[config.mk]
export PLATFORM = sky130hd
export DESIGN_NAME = multi_mode_time_counter
export DESIGN_NICKNAME = d
export VERILOG_FILES = /design/src/rtl/multi_mode_time_counter_pkg.sv /design/src/rtl/multi_mode_time_counter_field.sv /design/src/rtl/multi_mode_time_counter.sv
export SDC_FILE = /design/constraint.sdc
export NUM_CORES = 1
export LEC_CHECK = 0
export ABC_AREA = 0
export CAP_MARGIN = 25
export CORE_MARGIN = 10
export CORE_UTILIZATION = 53
export DETAILED_ROUTE_END_ITERATION = 8
export GPL_ROUTABILITY_DRIVEN = 0
export PLACE_DENSITY = 0.79
export SETUP_SLACK_MARGIN = 0.02
export SYNTH_ARGS = -nofsm -noshare
export SYNTH_HDL_FRONTEND = slang
export SYNTH_SLANG_ARGS = --single-unit
[constraint.sdc]
create_clock -name clk_1Hz -period 3.4 [get_ports clk_1Hz]
set_input_delay 1.02 -clock clk_1Hz [delete_from_list [all_inputs] [get_ports clk_1Hz]]
set_output_delay 1.02 -clock clk_1Hz [all_outputs]
set_load 0.01 [all_outputs]
[src/rtl/multi_mode_time_counter_pkg.sv]
// Shared field widths, moduli and mode encoding for the time counter.
package time_pkg;
  localparam int HOUR_W  = 5;
  localparam int MIN_W   = 6;
  localparam int SEC_W   = 6;
  localparam int SEC_MOD = 60;
  localparam int MIN_MOD = 60;

  typedef enum logic {
    MODE_CLOCK = 1'b0,
    MODE_TIMER = 1'b1
  } mode_e;
endpackage

[src/rtl/multi_mode_time_counter_field.sv]
// One wrapping modulo-MOD up/down field with load priority and carry/borrow out.
module mod_n_field #(
  parameter int MOD = 60,
  parameter int W   = 6
) (
  input  logic         clk,
  input  logic         rst,
  input  logic         en,
  input  logic         dec,
  input  logic         load,
  input  logic [W-1:0] load_val,
  output logic [W-1:0] val,
  output logic         co
);
  localparam logic [W-1:0] MAX = W'(MOD - 1);
  localparam logic [W-1:0] ONE = W'(1);

  // co flags the step that wraps this field, i.e. the carry/borrow into the next one
  assign co = en && !load && (dec ? (val == '0) : (val == MAX));

  always_ff @(posedge clk or negedge rst) begin
    if (!rst)      val <= '0;
    else if (load) val <= load_val;
    else if (en)   val <= dec ? ((val == '0) ? MAX : val - ONE)
                              : ((val == MAX) ? '0 : val + ONE);
  end
endmodule

[src/rtl/multi_mode_time_counter.sv]
// HH:MM:SS counter: clock (up), timer (down) and per-field set modes, plus alarm.
module multi_mode_time_counter
  import time_pkg::*;
#(
  parameter int HOURS_MOD = 24,
  parameter int PRESET_H  = 23,
  parameter int PRESET_M  = 59,
  parameter int PRESET_S  = 50
) (
  input  logic       clk_1Hz,
  input  logic       rst,
  input  logic       mode,
  input  logic       set_en,
  input  logic [2:0] set_sel,
  input  logic       set_dec,
  input  logic       preset_load,
  input  logic       alarm_en,
  input  logic [4:0] alarm_h,
  input  logic [5:0] alarm_m,
  output logic [4:0] hours,
  output logic [5:0] minutes,
  output logic [5:0] seconds,
  output logic       day_increment,
  output logic       timer_done,
  output logic       alarm_hit,
  output logic [2:0] set_led
);
  logic at_zero, clk_run, tmr_run, cnt_dec;
  logic sec_en, min_en, hr_en;
  logic sec_co, min_co, hr_co;
  logic [4:0] h_nxt;
  logic [5:0] m_nxt;

  assign at_zero = (hours == '0) && (minutes == '0) && (seconds == '0);
  assign clk_run = !preset_load && !set_en && (mode == MODE_CLOCK);
  assign tmr_run = !preset_load && !set_en && (mode == MODE_TIMER) && !at_zero;

  // In set mode each field steps on its own select; otherwise carries chain upward
  assign cnt_dec = set_en ? set_dec : (mode == MODE_TIMER);
  assign sec_en  = set_en ? set_sel[0] : (clk_run || tmr_run);
  assign min_en  = set_en ? set_sel[1] : sec_co;
  assign hr_en   = set_en ? set_sel[2] : min_co;

  mod_n_field #(.MOD(SEC_MOD), .W(SEC_W)) u_sec (
    .clk(clk_1Hz), .rst(rst), .en(sec_en), .dec(cnt_dec), .load(preset_load),
    .load_val(SEC_W'(PRESET_S)), .val(seconds), .co(sec_co));

  mod_n_field #(.MOD(MIN_MOD), .W(MIN_W)) u_min (
    .clk(clk_1Hz), .rst(rst), .en(min_en), .dec(cnt_dec), .load(preset_load),
    .load_val(MIN_W'(PRESET_M)), .val(minutes), .co(min_co));

  mod_n_field #(.MOD(HOURS_MOD), .W(HOUR_W)) u_hr (
    .clk(clk_1Hz), .rst(rst), .en(hr_en), .dec(cnt_dec), .load(preset_load),
    .load_val(HOUR_W'(PRESET_H)), .val(hours), .co(hr_co));

  // Alarm only fires on a seconds wrap, so the post-step time is :00 by construction
  assign m_nxt = min_co ? '0 : minutes + 6'd1;
  assign h_nxt = hr_co ? '0 : (min_co ? hours + 5'd1 : hours);

  always_ff @(posedge clk_1Hz or negedge rst) begin
    if (!rst) begin
      day_increment <= 1'b0;
      timer_done    <= 1'b0;
      alarm_hit     <= 1'b0;
      set_led       <= '0;
    end else begin
      day_increment <= clk_run && hr_co;
      timer_done    <= !preset_load && !set_en && (mode == MODE_TIMER) && at_zero;
      alarm_hit     <= alarm_en && clk_run && sec_co &&
                       (h_nxt == alarm_h) && (m_nxt == alarm_m);
      set_led       <= set_sel & {3{set_en}};
    end
  end
endmodule

==> results.md, run 1 <==
* Relative slew slack at 59.5%
* HP Start: u_hr.val[1]$_DFFE_PN0P_
* Initial drt markers at 184
* Port buffer count at 43
* CP required at 3.57 ns
* Pwr dens at 289 nW/um^2
* Critical Path Stages at 8
* Flop-to-flop setup slack at 0.37 ns
* Diodes inserted at 0
* Io pins at 44
* Most common cell on crit path: or3_1
* First-pass GRT wire length at 11,800 um
* Most frequent cells in the layout: 41 x clkdlybuf4s50_1, 31 x buf_4, 30 x nand2_1
* Worst setup EP type: flip-flop
* Worst r2r src: u_sec.val[1]$_DFFE_PN0P_
* Syn Inst Count at 297
* TritonRoute pass-1 iters at 5
* Total number of vias at 2,622
* Final TNS setup at 0 ns
* Vias in the first global route at 2,484
* Setup-failing EPs final at 0
* Pwr Total at 865 uW
* Met2 Usage GRT at 30.9%
* Detailed-route wire length per cell at 17.9 um
* Peak VDD IR at 0.180 mV
* FF+latch count, synth at 23
* Mapped Area at 2270 um^2
* Yosys Warn Count at 0
* RSZ-0062 raised after global routing: false
* Distinct cells, synth at 62
* Post-synth top area cell: dfrtp_1
* Dominant synthesized flop cell: dfrtp_1
* HPWL Detailed at 5390 um
* Post-synthesis adder-cell area fraction at 4.96%
* Final WS setup at 0.188 ns
* Async SR Flop Fraction at 100%
* Clock Path Buffers at 2
* CTS root buf: clkbuf_8
* Reg clk slew, reported paths at 0.10 ns
* Gr ovfl total at 0
* Reg2Reg Depth at 11
* Die Span Y at 85.4 um
* FILL cells at 308
* Slowest CP cell: clkdlybuf4s50_1
* Buf/Inv on CP at 1
* Top cell family by delay on the critical path: simple AND/OR/NAND/NOR gates
* Final Hold Vio Count at 0
* CORE AREA at 4060 um^2
* Initial antenna violation count at 0
* Vias per inst at 6.44
* Sequential-to-total area share from yosys stat at 25.4%
* Post-Synth Simple-Gate Area at 30.4%
* Worst-Margin Slew at 0.600 ns
* Fmax at 311 MHz
* # DRC at 0
* CTS Buf Count at 3
* Critical Path Fanout Max at 6
* Post-synthesis xor/xnor area fraction at 3.09%
* Max-cap check violation count at 0
* R2r endpoint: alarm_hit$_DFF_PN0_
* Multiplexer area fraction after synthesis at 2.26%
* Minimum clock period at 3.21 ns
* Critical-path cell list: clkdlybuf4s50_1 > or3_1 > or3_1 > and3_4 > nor4_4 > mux2i_1 > nand4_1 > a2111oi_2
* Syn_nets at 327
* Slowest stage delay, CP at 0.44 ns
* Overall Global Routing Usage at 19.1%
* Gr busiest metal: met2
* Met1 usage at 24.6%
* WS Path Type: in -> reg
* H-Tree Depth at 1
* Die width at 85.4 um
* Period utilisation layout at 94.5%
* Pin count of the biggest net entering global routing at 24
* Synth top area share at 25.4%
* Final wirelength at 7300 um
* Worst EP arrival at 3.38 ns
* Startpoint types: input pin
* Hold Path Stages at 2
* Die area at 7300 um^2
* Met3 Resource Use GR at 3.82%
* CP startpoint: preset_load
* Crit path to: alarm_hit$_DFF_PN0_
* Layout Area Growth over Synthesis at 31.9%
* Layout cells sized above 1 at 14.6%
* Nets at 388
* Initial Util at 55.9%
* Area contributors post-synth: dfrtp_1 25%, o21ai_0 5.7%, ha_1 5.0%
* Commonest non-fill, non-tap cell in the layout: clkdlybuf4s50_1
* Outcome: finished, final reports clean
* Clk sinks at 23
* Avg Inst Size Synth at 7.64 um^2
* Setup Skew at 0.00405 ns
* Total leakage power at 1.24 nW
* Pre-CTS setup slack at -0.217 ns
* Slew Limit Fails at 0
* Antenna viol nets, final at 0
* Largest family of logic cells by synthesized area: simple AND/OR/NAND/NOR gates
* Site row count at 23
* Latest clock arrival within the worst-skew pair at 0.28 ns
* Post-synth EDFFs at 0
* CTS tree: done
* Synth Area in Compound Gates at 27.7%
* Worst min path class: reg -> reg
## synth_stat cells (2+ instances only)
master	n
a21oi_1	22
clkbuf_1	15
nor3_1	14
o211ai_1	2
a211oi_1	2
and2_1	3
o21ai_0	26
a32oi_1	2
and3_1	8
a22o_1	2
a221oi_1	2
xnor2_1	7
a211o_1	2
o221ai_1	4
or3_1	3
or4_1	2
nand2b_1	5
nand4_1	6
o2bb2ai_1	2
nor2b_1	4
dfrtp_1	23
a221o_1	3
ha_1	9
nor4_1	2
o22ai_1	2
a22oi_1	3
nor2_1	27
nand2_1	30
mux2i_1	4
o31ai_1	3
inv_1	17
and3_4	2
nand3_1	10
## per-layer routing
metal  vias to the layer above  share of wire, %
met5                         -                 0
met4                         0               2.2
met3                        22               9.0
met2                       155                48
met1                      1221                41
li1                       1224                 -
## tightest hold or removal path: cells and delay by family (launching register included)
kind	cells	cell delay, ns
DFF	1	0.46
and+or+nand+nor	1	0.13
AOI/OAI and AO/OA	1	0.04
## how the worst min path moves through the flow
stage,endpoint,slack [ns]
floorplan,u_sec.val[5]$_DFFE_PN0P_,0.63
global placement,u_hr.val[1]$_DFFE_PN0P_,0.64
detailed placement,u_sec.val[5]$_DFFE_PN0P_,0.64
CTS,u_hr.val[1]$_DFFE_PN0P_,0.66
global route,u_min.val[1]$_DFFE_PN0P_,0.70
finish,u_hr.val[1]$_DFFE_PN0P_,0.66
## report_power, final
part	internal [mW]	switching [mW]	total [mW]
Sequential	0.290	0.0348	0.325
Clock	0.0834	0.106	0.189
Combinational	0.162	0.188	0.350
Total	0.536	0.329	0.865
## through the flow
step	util, %	std cells	hold slack (ns)	instance area, um^2
2_1_floorplan	-	297	0.633	2270
3_3_place_gp	71.4	400	0.638	2900
3_5_place_dp	71.4	400	0.638	2900
4_1_cts	72.6	404	0.656	2940
5_1_grt	73.7	407	0.704	2990
6_report	73.7	407	0.659	2990
## area by class of cell
type,count,area (um^2),area share [%]
Multi-Input combinational cell,239,1570,52.6
Timing Repair Buffer,74,668,22.3
Sequential cell,23,576,19.2
Inverter,17,63.8,2.13
Tap cell,50,62.6,2.09
Clock buffer,3,41.3,1.38
Clock inverter,1,7.51,0.251
## cells by family after synthesis
kind of cell / after synthesis
buffers and inverters: 35
XOR/XNOR: 8
adder cells (fa/ha/maj): 9
AND/OR/NAND/NOR: 126
AO/OA/AOI/OAI: 91
multiplexers: 5
flip-flops: 23
## flip-flops by register name, indices dropped and copies added, names as in the netlist
name / flops
set_led: 3
u_hr.val: 5
day_increment: 1
timer_done: 1
u_sec.val: 6
u_min.val: 6
alarm_hit: 1
## timing repair
item,CTS,global route
resized for setup,0,6
setup endpoints to repair,0,1
hold buffers,0,0
setup buffers,0,3
Power figures use the tool's default switching activity.
==> run 2, diff against run 1 <==
--- a/config.mk
+++ b/config.mk
@@ -13,6 +13,7 @@
 export GPL_ROUTABILITY_DRIVEN = 0
 export PLACE_DENSITY = 0.79
 export SETUP_SLACK_MARGIN = 0.02
+export SLEW_MARGIN = 20
 export SYNTH_ARGS = -nofsm -noshare
 export SYNTH_HDL_FRONTEND = slang
 export SYNTH_SLANG_ARGS = --single-unit
==> results of run 2 <==
Final layout, timing and power as in run 1 (identical DEF).
==> run 3, diff against run 2 <==
--- a/config.mk
+++ b/config.mk
@@ -13,7 +13,7 @@
 export GPL_ROUTABILITY_DRIVEN = 0
 export PLACE_DENSITY = 0.79
 export SETUP_SLACK_MARGIN = 0.02
-export SLEW_MARGIN = 20
+export SLEW_MARGIN = 10
 export SYNTH_ARGS = -nofsm -noshare
 export SYNTH_HDL_FRONTEND = slang
 export SYNTH_SLANG_ARGS = --single-unit
==> results of run 3 <==
Final layout, timing and power as in run 1 (identical DEF).
